File: config.mk
export PLATFORM = sky130hd
export DESIGN_NAME = fifo_nibble_uart_tx
export DESIGN_NICKNAME = d
export VERILOG_FILES = /design/src/rtl/fifo_nibble_uart_tx.sv
export SDC_FILE = /design/constraint.sdc
export NUM_CORES = 1
export LEC_CHECK = 0
export CORE_MARGIN = 5
export CORE_UTILIZATION = 40
export CTS_BUF_LIST = sky130_fd_sc_hd__clkbuf_4
export DETAILED_ROUTE_END_ITERATION = 8
export GPL_ROUTABILITY_DRIVEN = 0
export GPL_TIMING_DRIVEN = 0
export SETUP_SLACK_MARGIN = 0.15
export SLEW_MARGIN = 20
export SYNTH_ARGS = -nofsm -noshare
export SYNTH_HDL_FRONTEND = slang
export SYNTH_SLANG_ARGS = --single-unit
File: constraint.sdc
create_clock -name clk -period 3 [get_ports clk]
set_input_delay 0.45 -clock clk [delete_from_list [all_inputs] [get_ports clk]]
set_output_delay 0.45 -clock clk [all_outputs]
set_load 0.005 [all_outputs]
File: src/rtl/fifo_nibble_uart_tx.sv
// ============================================================================
// Module      : fifo_nibble_uart_tx
// Description : Reads two nibbles from an upstream FIFO and sends the
//               assembled byte as a UART frame: start, 8 data bits LSB
//               first, optional even parity, stop. Define UART_PARITY_EN
//               to enable the parity bit.
// Revision    : 1.0 - initial release
// ============================================================================
`timescale 1ns/1ps
`default_nettype none

module fifo_nibble_uart_tx #(
    parameter int WIDTH        = 4,
    parameter int CLKS_PER_BIT = 8
) (
    input  logic             clk,
    input  logic             reset,
    input  logic             empty,
    input  logic [WIDTH-1:0] rdata,
    output logic             rd_rq,
    output logic             tx,
    output logic             busy,
    output logic             frame_done
);

    localparam logic [7:0] C_LAST_TICK = 8'(CLKS_PER_BIT - 1);

    typedef enum logic [3:0] {
        S_IDLE    = 4'd0,
        S_REQ_LO  = 4'd1,
        S_CAP_LO  = 4'd2,
        S_WAIT_HI = 4'd3,
        S_REQ_HI  = 4'd4,
        S_CAP_HI  = 4'd5,
        S_START   = 4'd6,
        S_DATA    = 4'd7,
        S_PARITY  = 4'd8,
        S_STOP    = 4'd9
    } state_t;

    state_t     state_q, state_d;
    logic [7:0] baud_q, baud_d;
    logic [2:0] bit_q, bit_d;
    logic [7:0] byte_q, byte_d;
    logic       tx_q, tx_d;
    logic       rd_rq_q, rd_rq_d;
    logic       busy_q, busy_d;
    logic       frame_done_q, frame_done_d;

    logic       w_tick;

    assign w_tick = (baud_q == C_LAST_TICK);

    always_comb begin
        state_d = state_q;
        baud_d  = baud_q;
        bit_d   = bit_q;
        byte_d  = byte_q;

        case (state_q)
            S_IDLE: begin
                if (!empty) state_d = S_REQ_LO;
            end
            S_REQ_LO: begin
                state_d = S_CAP_LO;
            end
            S_CAP_LO: begin
                byte_d[3:0] = rdata[3:0];
                state_d     = empty ? S_WAIT_HI : S_REQ_HI;
            end
            S_WAIT_HI: begin
                if (!empty) state_d = S_REQ_HI;
            end
            S_REQ_HI: begin
                state_d = S_CAP_HI;
            end
            S_CAP_HI: begin
                byte_d[7:4] = rdata[3:0];
                baud_d      = 8'd0;
                bit_d       = 3'd0;
                state_d     = S_START;
            end
            S_START: begin
                if (w_tick) begin
                    baud_d  = 8'd0;
                    bit_d   = 3'd0;
                    state_d = S_DATA;
                end else begin
                    baud_d = baud_q + 8'd1;
                end
            end
            S_DATA: begin
                if (w_tick) begin
                    baud_d = 8'd0;
                    if (bit_q == 3'd7) begin
                        bit_d = 3'd0;
`ifdef UART_PARITY_EN
                        state_d = S_PARITY;
`else
                        state_d = S_STOP;
`endif
                    end else begin
                        bit_d = bit_q + 3'd1;
                    end
                end else begin
                    baud_d = baud_q + 8'd1;
                end
            end
`ifdef UART_PARITY_EN
            S_PARITY: begin
                if (w_tick) begin
                    baud_d  = 8'd0;
                    state_d = S_STOP;
                end else begin
                    baud_d = baud_q + 8'd1;
                end
            end
`endif
            S_STOP: begin
                if (w_tick) begin
                    baud_d  = 8'd0;
                    state_d = S_IDLE;
                end else begin
                    baud_d = baud_q + 8'd1;
                end
            end
            default: begin
                state_d = S_IDLE;
                baud_d  = 8'd0;
                bit_d   = 3'd0;
            end
        endcase

        // Outputs are decoded from the next state so they register cleanly
        rd_rq_d      = (state_d == S_REQ_LO) || (state_d == S_REQ_HI);
        busy_d       = (state_d != S_IDLE);
        frame_done_d = (state_d == S_STOP) && (baud_d == C_LAST_TICK);

        case (state_d)
            S_START:  tx_d = 1'b0;
            S_DATA:   tx_d = byte_d[bit_d];
`ifdef UART_PARITY_EN
            S_PARITY: tx_d = ^byte_d;
`endif
            default:  tx_d = 1'b1;
        endcase
    end

    always_ff @(posedge clk) begin
        if (reset) begin
            state_q      <= S_IDLE;
            baud_q       <= 8'd0;
            bit_q        <= 3'd0;
            byte_q       <= 8'd0;
            tx_q         <= 1'b1;
            rd_rq_q      <= 1'b0;
            busy_q       <= 1'b0;
            frame_done_q <= 1'b0;
        end else begin
            state_q      <= state_d;
            baud_q       <= baud_d;
            bit_q        <= bit_d;
            byte_q       <= byte_d;
            tx_q         <= tx_d;
            rd_rq_q      <= rd_rq_d;
            busy_q       <= busy_d;
            frame_done_q <= frame_done_d;
        end
    end

    assign tx         = tx_q;
    assign rd_rq      = rd_rq_q;
    assign busy       = busy_q;
    assign frame_done = frame_done_q;

endmodule

`default_nettype wire

Word-level counts from Yosys, hierarchy flattened
Index checks and enable logic that the tools add are counted.

storage, ports and cells
  input bits = 7
  output and inout port bits = 4
  flip-flop bits (word level) = 27

operators by class
  reduce and logical (&&, ||, !) cells = 7
  add/subtract/negate cells = 2
  multiplexer cells = 19
  order comparisons = 1
  equal/unequal tests = 16

operators by type and width
  cell                                                number
  case mux 4 bit (9 select lines)                     1
  2-to-1 mux 4 bit                                    8
  == test 4 x 3 -> 1 bit, second input constant       7
  == test 8 x 3 -> 1 bit, second input constant       2
  case mux 8 bit (2 select lines)                     1
  2-to-1 mux 3 bit                                    4
  case mux 3 bit (3 select lines)                     1
  adder 8 x 1 -> 8 bit, second input constant         1
  == test 4 x 1 -> 1 bit, second input constant       2
  == test 4 x 2 -> 1 bit, second input constant       2
  == test 4 bit, second input constant                2
  2-to-1 mux 8 bit                                    1
  OR reduction 6 bit                                  1
  OR reduction 5 bit                                  1
  zero test 4 bit                                     1
  < comparator 3 x 4 -> 1 bit, second input constant  1
  nonzero test 4 bit                                  1
  adder 3 x 1 -> 3 bit, second input constant         1
  binary-select mux 1 bit (select 3 bit)              1
  == test 3 bit, second input constant                1
  OR reduction 3 bit                                  1
  case mux 1 bit (2 select lines)                     1
  logical AND 1 bit                                   1
  logical OR 1 bit                                    1
  2-to-1 mux 1 bit                                    1

Logic depth before layout (Yosys ltp)
  depth in word-level cells = 7
  depth in mapped cells = 10
  gate-level depth less buffers = 8

Least setup slack after synthesis
Ideal clock, no wire load.

  path kind = flip-flop to flip-flop
  from = register baud_q[0]
  to = register tx_q (netlist: tx)
  arrival time = 2.131 ns
  buffers on the path = 0
  path slack = 0.775 ns
  required time = 2.907 ns
  library setup time = 0.093 ns
  cell stages (with the launch flop) = 9
  period minus slack after synthesis = 2.225 ns
  path through = dfxtp_1 > ha_1 > or3b_2 > nor2_1 > mux2_2 > nand2_1 > mux2i_1 > mux2i_1 > o311ai_2

on the way
  word-level cells in the longest chain between the ends = 6
  elaborated cells on any way between the ends = 13
  classes of those cells = 3 x eq/ne; 10 x mux

ends and longest elaborated chain
  what                                    RTL line  source
  start: declaration                      42        logic [7:0] baud_q, baud_d;
  start signal: assignment                161       baud_q <= baud_d;
  == test 8 x 3 -> 1 bit *                52        assign w_tick = (baud_q == C_LAST_TICK);
  2-to-1 mux 3 bit (on tied branches)     93, 84
  case mux 3 bit (3 select lines)         60        case (state_q)
  binary-select mux 1 bit (select 3 bit)  141       S_DATA: tx_d = byte_d[bit_d];
  2-to-1 mux 1 bit (not written as such)  141
  case mux 1 bit (2 select lines) *       139       case (state_d)
  end signal: assignment                  164       tx_q <= tx_d;
  end: declaration                        45        logic tx_q, tx_d;

Every way passes the cells marked *; elsewhere a longest branch is shown, timed or not. The select of a mux whose other input is x is not followed.
A chain may end at the register's enable or synchronous reset.

Worst setup path after layout
  from = register baud_q[1]
  to = register tx_q (netlist: tx)

Same word-level chain as after synthesis.

==> metrics.txt <==
initial antenna violation count 0; Starting DRT DRC Count 107; Max-Slew Margin vs Limit 41.3%; Starting Density 40.5%; Clock Path Buffers 2; clk_lat worst skew 330 ps; share of layout cells above drive strength 1 9.52%; gr ovfl total 0; Power Total 0.640 mW; placed cell area 0.00161 sq mm; post-CTS setup buffers 0; DRT antenna net count 0; Global Route met3 Usage 2.45%; Setup crit end kind register; DRC Markers 0; antenna cells 0; Chip Height 70.4 um; commonest non-fill, non-tap cell in the layout nor2_1; commonest cells after routing, fill and taps aside 33 x nor2_1, 27 x dfxtp_1, 15 x a21oi_1; clock root buffer clkbuf_4; crit path max-delay cell type or3b_2; largest net degree at the start of global routing 18; Max rail drop VDD 0.000213 V; Crit path required time 3250 ps; Final period util 83.9%; Finished Cell Area 0.00165 sq mm; Yosys cell types 44; Routed WL per cell 14.0 um; grt met2 use 21.7%; cell chain of the critical path ha_1 -> or3b_2 -> nor2_1 -> mux2_2 -> nand2_1 -> mux2i_1 -> mux2i_1 -> o311ai_2; fraction of registers with async set/reset 0%; Max Clk Rate 397 MHz; placed insts 233; Critical Path Most Common Cell mux2i_1; cts hold-fix bufs 0; status finished clean; Post-synth EDFFs 0; Final HPWL DP 2.50 mm; worst slew pin tran 873 ps; CTS tree done; die area 0.00496 sq mm; CTS Sinks 27; global routing's busiest layer met2; Routed WL 3.32 mm; Finish-stage setup viols 0; Max Slew Vio Count 0; sequential share of the synthesized area 37.0%; htree depth 1; Inserted Clock Buffers 3; crit path max fanout 6; num ports 11; overall routing resource usage 13.9%; data arrival time of the worst path 2770 ps; Critical path buffers and inverters 0; CTS clk-pin slew, worst paths 160 ps; critical path class reg2reg; vias 1324; setup TNS 0 ps; RSZ-0062 raised after global routing no; row cnt 22; P&R area growth vs syn 12.9%; critical path's top delay family simple AND/OR/NAND/NOR gates; Mean Syn Cell Area 8.30 sq um; number of global-route vias before repair 1266; Die W 70.4 um; Synth Net Count 186; pwr/cell area 388 mW/mm^2; Synth Instances 176; Layout Nets 200; first-pass GRT wire length 5.73 mm; Layout Cells excl Fill 237; min Tclk post-route 2520 ps; met1 Use GR 19.4%; number of port buffers 9; warnings from Yosys 0; Core ar. 0.00361 sq mm; min-delay worst type in2reg; Via density 5.59; Final Skew 3.07 ps; P_leak 0.599 nW; Yosys reg bits 27; Post-synth top flop dfxtp_1; CP max stage delay 510 ps; number of filler instances in the final layout 367; Synth Cell Area 0.00146 sq mm; Pre-antenna DRT Iters 4; Fin. Hold Viols 0; max cap viols 0; post-CTS sizing 0; Setup crit start kind register
==> synthesized netlist by cell type (3+ instances only) <==
| library cell | instances | area (sq um) |
|---|---|---|
| nor2_1 | 33 | 124 |
| nor4_1 | 3 | 18.8 |
| nand4_1 | 3 | 18.8 |
| nand2_1 | 6 | 22.5 |
| nor2b_1 | 5 | 31.3 |
| and3_1 | 4 | 25.0 |
| nand3_1 | 5 | 25.0 |
| clkbuf_1 | 5 | 18.8 |
| ha_1 | 3 | 37.5 |
| a21oi_1 | 15 | 75.1 |
| dfxtp_1 | 27 | 541 |
| mux2i_1 | 12 | 120 |
| o21ai_0 | 9 | 45.0 |
| inv_1 | 3 | 11.3 |
| buf_1 | 3 | 11.3 |
| nor3_1 | 3 | 15.0 |
==> layout make-up <==
type                       instances  area (sq um)  area share, %
sequential                        27           541           32.8
tap                               48          60.1           3.64
clock buffer                       3          22.5           1.37
inverter                           5          18.8           1.14
multi-input combinational        133           856           51.9
buffer                            11          51.3           3.11
clock inverter                     1          8.76          0.532
timing repair buffer               9          90.1           5.47
==> layer usage <==
layer | wire length, um | share of wire [%]
met1 | 1610 | 49
met4 | 26 | 0.78
met5 | 0 | 0
met2 | 1530 | 46
met3 | 141 | 4.3
==> where the power goes <==
group,switching [mW],internal [mW]
sequential,0.00598,0.368
clock,0.121,0.0544
combinational,0.0542,0.0365
==> final timing paths <==
kind	startpoint	endpoint	slack (ps)	cells after the start
setup reg to reg	baud_q[1]	tx	480	8
hold / removal	reset	baud_q[2]	440	2
setup / recovery	baud_q[1]	tx	480	8
hold reg to reg	byte_q[2]	byte_q[2]	520	2
==> sequential cells by signal, summed over array words and instances (netlist names) <==
| name | flops |
|---|---|
| byte_q | 8 |
| bit_q | 3 |
| rd_rq | 1 |
| baud_q | 8 |
| frame_done | 1 |
| tx | 1 |
| busy | 1 |
| state_q | 4 |
==> stage by stage <==
stage | hold WS (ps) | util (%) | setup slack [ps]
6_report | 435 | 45.7 | 482
5_1_grt | 430 | 45.7 | 261
4_1_cts | 427 | 45.5 | 453
3_5_place_dp | 490 | 44.7 | 478
3_3_place_gp | 474 | 44.7 | 509
2_1_floorplan | 455 | - | 775
==> cells by family after synthesis <==
kind of cell | share of synthesized area [%]
simple gates | 25.5
xor+xnor | 0.600
buf+inv | 4.80
mux | 9.00
flops | 37.0
fa+ha+maj | 2.57
compound gates | 20.5
==> worst register-to-register path: stages, from the launching register on <==
cell and delay, ps:
dfxtp_1 410, ha_1 220, or3b_2 510, nor2_1 220, mux2_2 420, nand2_1 130
mux2i_1 190, mux2i_1 100, o311ai_2 230
Power figures use the tool's default switching activity.
